## config.mk

```make
export PLATFORM = sky130hd
export DESIGN_NAME = cla_seq_add_ctrl
export DESIGN_NICKNAME = d
export VERILOG_FILES = /design/src/rtl/cla_pkg.sv /design/src/rtl/cla4_slice.sv /design/src/rtl/cla_seq_add_ctrl.sv
export SDC_FILE = /design/constraint.sdc
export NUM_CORES = 1
export LEC_CHECK = 0
export ABC_AREA = 1
export CORE_ASPECT_RATIO = 1.4
export CORE_MARGIN = 10
export CORE_UTILIZATION = 35
export CTS_CLUSTER_DIAMETER = 50
export DETAILED_ROUTE_END_ITERATION = 10
export PLACE_DENSITY_LB_ADDON = 0.15
export SLEW_MARGIN = 20
export SYNTH_ARGS = -nofsm -noshare
export SYNTH_HDL_FRONTEND = slang
export SYNTH_SLANG_ARGS = --single-unit
```

## constraint.sdc

```tcl
create_clock -name clk -period 5.1 [get_ports clk]
set_input_delay 0.51 -clock clk [delete_from_list [all_inputs] [get_ports clk]]
set_output_delay 0.51 -clock clk [all_outputs]
set_load 0.01 [all_outputs]
```

## src/rtl/cla_pkg.sv

```systemverilog
// cla_pkg: shared constants and FSM state type for the sequential CLA adder
package cla_pkg;
    localparam int SLICE_W = 4;
    typedef enum logic [1:0] {IDLE, CALC, DONE} state_t;
endpackage

```

## src/rtl/cla4_slice.sv

```systemverilog
// cla4_slice: combinational 4-bit carry-lookahead adder slice
module cla4_slice (
    input  logic [3:0] a,
    input  logic [3:0] b,
    input  logic       cin,
    output logic [3:0] sum,
    output logic       cout
);
    logic [3:0] p, g;
    logic [4:0] c;
    assign p = a ^ b;
    assign g = a & b;
    assign c[0] = cin;
    assign c[1] = g[0] | (p[0] & cin);
    assign c[2] = g[1] | (p[1] & g[0]) | (p[1] & p[0] & cin);
    assign c[3] = g[2] | (p[2] & g[1]) | (p[2] & p[1] & g[0]) | (p[2] & p[1] & p[0] & cin);
    assign c[4] = g[3] | (p[3] & g[2]) | (p[3] & p[2] & g[1]) | (p[3] & p[2] & p[1] & g[0])
                | (p[3] & p[2] & p[1] & p[0] & cin);
    assign sum  = p ^ c[3:0];
    assign cout = c[4];
endmodule

```

## src/rtl/cla_seq_add_ctrl.sv

```systemverilog
// cla_seq_add_ctrl: multi-cycle add/subtract reusing one 4-bit CLA slice per nibble
module cla_seq_add_ctrl
    import cla_pkg::*;
#(
    parameter int WIDTH  = 16,
    parameter int NSLICE = WIDTH / 4
) (
    input  logic             clk,
    input  logic             rst,
    input  logic             in_valid,
    output logic             in_ready,
    input  logic [WIDTH-1:0] a,
    input  logic [WIDTH-1:0] b,
    input  logic             cin,
    input  logic             op_sub,
    output logic             out_valid,
    input  logic             out_ready,
    output logic [WIDTH-1:0] sum,
    output logic             cout,
    output logic             ovf,
    output logic             busy
);
    localparam int IW = (NSLICE > 1) ? $clog2(NSLICE) : 1;

    if (WIDTH % SLICE_W != 0 || WIDTH < SLICE_W) begin : g_bad_width
        $error("cla_seq_add_ctrl: WIDTH must be a positive multiple of 4");
    end

    state_t             state;
    logic [IW-1:0]      idx;
    logic               carry;
    logic [WIDTH-1:0]   opa, opb;
    logic [SLICE_W-1:0] s_sum;
    logic               s_cout;
    logic               last;

    cla4_slice u_slice (
        .a    (opa[SLICE_W*idx +: SLICE_W]),
        .b    (opb[SLICE_W*idx +: SLICE_W]),
        .cin  (carry),
        .sum  (s_sum),
        .cout (s_cout)
    );

    assign last      = idx == IW'(NSLICE - 1);
    assign in_ready  = state == IDLE;
    assign out_valid = state == DONE;
    assign busy      = state != IDLE;

    // FSM: accept operands, add one nibble per CALC cycle, hold result until consumed
    always_ff @(posedge clk) begin
        if (rst) begin
            state <= IDLE;
            idx   <= '0;
            carry <= 1'b0;
            opa   <= '0;
            opb   <= '0;
            sum   <= '0;
            cout  <= 1'b0;
            ovf   <= 1'b0;
        end else begin
            case (state)
                IDLE: if (in_valid) begin
                    opa   <= a;
                    opb   <= op_sub ? ~b : b;
                    carry <= op_sub | cin;
                    idx   <= '0;
                    state <= CALC;
                end
                CALC: begin
                    sum[SLICE_W*idx +: SLICE_W] <= s_sum;
                    carry <= s_cout;
                    idx   <= last ? '0 : idx + 1'b1;
                    if (last) begin
                        cout  <= s_cout;
                        ovf   <= (opa[WIDTH-1] == opb[WIDTH-1]) && (s_sum[SLICE_W-1] != opa[WIDTH-1]);
                        state <= DONE;
                    end
                end
                DONE: if (out_ready) state <= IDLE;
                default: state <= IDLE;
            endcase
        end
    end
endmodule

```

==> results.txt <==
- The run finished with clean final reports.
* Top fanout value on the critical path: 13
* First-pass GRT wire length: 11.52 mm
- The number of pins exceeding their max-slew limit in the final report is 0.
- Number of input and output port buffers inserted: 58
- At the end of the flow, the number of nets in the layout was 448.
- For this run, the total global-route usage over all layers was measured as 12.17%.
- Worst slew margin relative to its limit: 39.78%
- The number of hold violations in the final report is 0.
- The final layout contains routed wiring with a total length of 6.696 mm.
- The root buffer cell chosen for the clock tree is clkbuf_8.
* Achievable Freq: 409.7 MHz
* Effective utilization at floorplan: 36.17%
- Skew-Pair Late Insertion Delay: 300 ps
* Slew @ Worst Pin: 900.4 ps
* Via total after detailed routing: 2353
- Post-detailed-route wirelength per cell: 13.47 um
* Final estimated routing congestion in global placement: 0.8548
- Cell with the most instances after synthesis: nor2_1
* Count of maximum capacitance violations: 0
- The synthesized design devotes to its leading area cell type 41.35% of total area.
- The clock arrives with 7.634 ps of skew.
* Final setup viols: 0
* Top-level port count: 59
- Area fraction in compound gates after synthesis: 18.23%
- Final std cell area, no fill: 3402 um^2
* Clock slew at the register clock pins of the worst setup and hold paths: 100 ps
* Area occupied by multi-input gates: 1384 um^2
- Post-Synth Simple-Gate Area: 22.70%
* Num Clock Sinks: 55
* Netlist cell types: 31
- STA classifies the critical path endpoint as a register.
- The synthesized design contains 55 register bits.
* Yosys synthesis warning count: 0
* Adder and majority cell fraction of the synthesized area: 5.451%
- Setup repair after global routing missed its margin: false
- Number of instances resized during post-cts repair: 0
- Summed over all layers, the global routing overflow is 0.
- Synthesis produced 350 cells.
* Area occupied by registers: 1101 um^2
* Pin count of the biggest net entering global routing: 52
* DPL Wire Length: 5.091 mm
- The die covers 11550 um^2.
- Static leakage: 0.001324 uW
* Area Overhead vs Synth: 27.77%
* Depth of the CTS H-tree: 2
* Power, Total: 1001 uW
- The core region is 7361 um^2.
- In this run the cell area measured after placement is 3284 um^2.
- The number of antenna violations at the first check in global routing was 0.
- Vias in the first global route: 2524
- Synthesized netlist net count: 399
- The worst setup path is launched from a register.
* Worst EP required: 5340 ps
- For this run, global-route usage on met3 was measured as 2.001%.
- Post-CTS Setup Repair Bufs: 0
- First-pass iteration count of the detailed router: 4
- Ant. Diodes: 0
* Data arrival time of the critical path: 2680 ps
- Cell accounting for the most synthesized area: dfxtp_1
- Final Instance Count excl. Fillers: 497
- Most used routing layer: met2
- Total standard cell area after synthesis: 2663 um^2
- Kind of critical path: register to register
- In the post-synthesis netlist, the biggest area contributors are dfxtp_1 41%, nor2_1 12%, o21ai_0 7.1%.
- Routed vias/inst: 4.734
* Remaining number of nets flagged by the antenna check after routing: 0
- Dividing the final minimum period by the clock period gives 47.85%.
- By area, the combinational part of the netlist is dominated by simple AND/OR/NAND/NOR gates.
- For this block, the initial DRC count from the detailed router was 81.
- Floorplan die width: 93.72 um
- Post-route DRC: 0
- Number of inserted filler cells in the final layout: 773
* Ranking of synthesized cells by instance count: 84 x nor2_1, 55 x dfxtp_1, 42 x nand2_1
* GR met2 Demand/Resource: 22.14%
- In this run the vertical extent of the chip is 123.2 um.
* Share of layout cells above drive strength 1: 5.250%
- Of all flip-flops after synthesis, the portion carrying an async set or reset was 0%.
* Mux cell area share after synthesis: 0%
* Number of CTS-inserted buffers: 5
- Sequential elements use 41.35% of the synthesized area.
* Maximum vdd drop: 178.6 uV
- Cells fill 46.22% of the core in the end.
* Met1 Resource Use GR: 13.21%
- Worst hold path type: register to register
- TritonCTS built the clock tree.
- In the synthesized netlist the dominant register cell turns out to be dfxtp_1.
- Clock Tree Buf Depth: 2
- For this design, the CTS-stage hold fixing added 0 buffers.
* Post-Syn Area per Cell: 7.607 um^2
* Total Neg Setup Slack: 0 ps
- Subtracting the final worst setup slack from the clock period gives 2441 ps.
* Post-synth EDFFs: 0
* Cell area power density: 294.1 nW/um^2
- The floorplan has 37 rows.
- The synthesized netlist devotes 5.592% of its cell area to XOR and XNOR gates.
- In this run, placement finished with an instance count of 489.
final timing paths:
check / from / end / slack, ps / cells past startpoint
worst max-delay path: idx[1] / sum[7] / 2660 / 13
worst min-delay path: sum[3] / sum[3] / 470 / 2
worst max register to register: idx[1] / sum[7] / 2660 / 13
worst min register to register: sum[3] / sum[3] / 470 / 2
cell families after synthesis:
| family | after synthesis |
|---|---|
| AOI/OAI and AO/OA | 84 |
| xor gates and xnor gates | 17 |
| adders and majority gates | 11 |
| buffers and inverters | 39 |
| DFF | 55 |
| and+or+nand+nor | 144 |
per-layer routing:
metal / share of wire (%) / up-vias
met5: 0 / -
li1: - / 1251
met4: 2.3 / 0
met1: 43 / 1049
met2: 52 / 42
met3: 3.4 / 11
critical path, stage by stage (launching register included):
cell and delay (ps):
dfxtp_1 580, inv_1 280, o21ai_0 140, o22ai_1 110, ha_1 370, nand2_1 90
nand2_1 50, nor2_1 120, nand2_1 60, nand2_1 70, nand2_1 100, nor2_2 160
nand3_1 100, a21oi_1 120
power by group:
| part | switching, uW | leakage [uW] | internal [uW] | total, uW |
|---|---|---|---|---|
| Combinational | 130 | 0.000811 | 97.9 | 227 |
| Sequential | 18.2 | 0.000452 | 458 | 476 |
| Clock | 138 | 0.0000612 | 159 | 297 |
layout make-up:
| cell class | instances | share of cell area [%] |
|---|---|---|
| repair buffers | 61 | 17.73 |
| clock inverters | 2 | 1.030 |
| flip-flops and latches | 55 | 32.36 |
| well taps | 97 | 3.567 |
| inverters | 20 | 2.207 |
| clock buffers | 6 | 2.427 |
| multi-input cells | 256 | 40.68 |
registers in the layout, summed over array words and instances, names as in the netlist:
register / count
sum: 16
opa: 16
state: 2
cout: 1
idx: 2
carry: 1
ovf: 1
opb: 16
stage by stage:
step                setup WS [ps]  hold slack (ps)
global placement             2687            454.4
global route                 2373            483.9
CTS                          2632            470.6
finish                       2659            467.9
detailed placement           2666            455.9
floorplan                    3012            467.9
cells in the final DEF (no fill, tap or decap), types with 3 or more instances in the layout:
cell type	count
a22oi_1	3
nand2_1	42
o21ai_0	38
nand3_1	8
o22ai_1	8
inv_1	18
a21oi_1	16
nor2_1	84
ha_1	10
dfxtp_1	55
buf_4	3
clkbuf_8	6
clkdlybuf4s50_1	58
xnor2_1	16
a211oi_1	16
No activity file was read; power rests on OpenSTA's default activity.
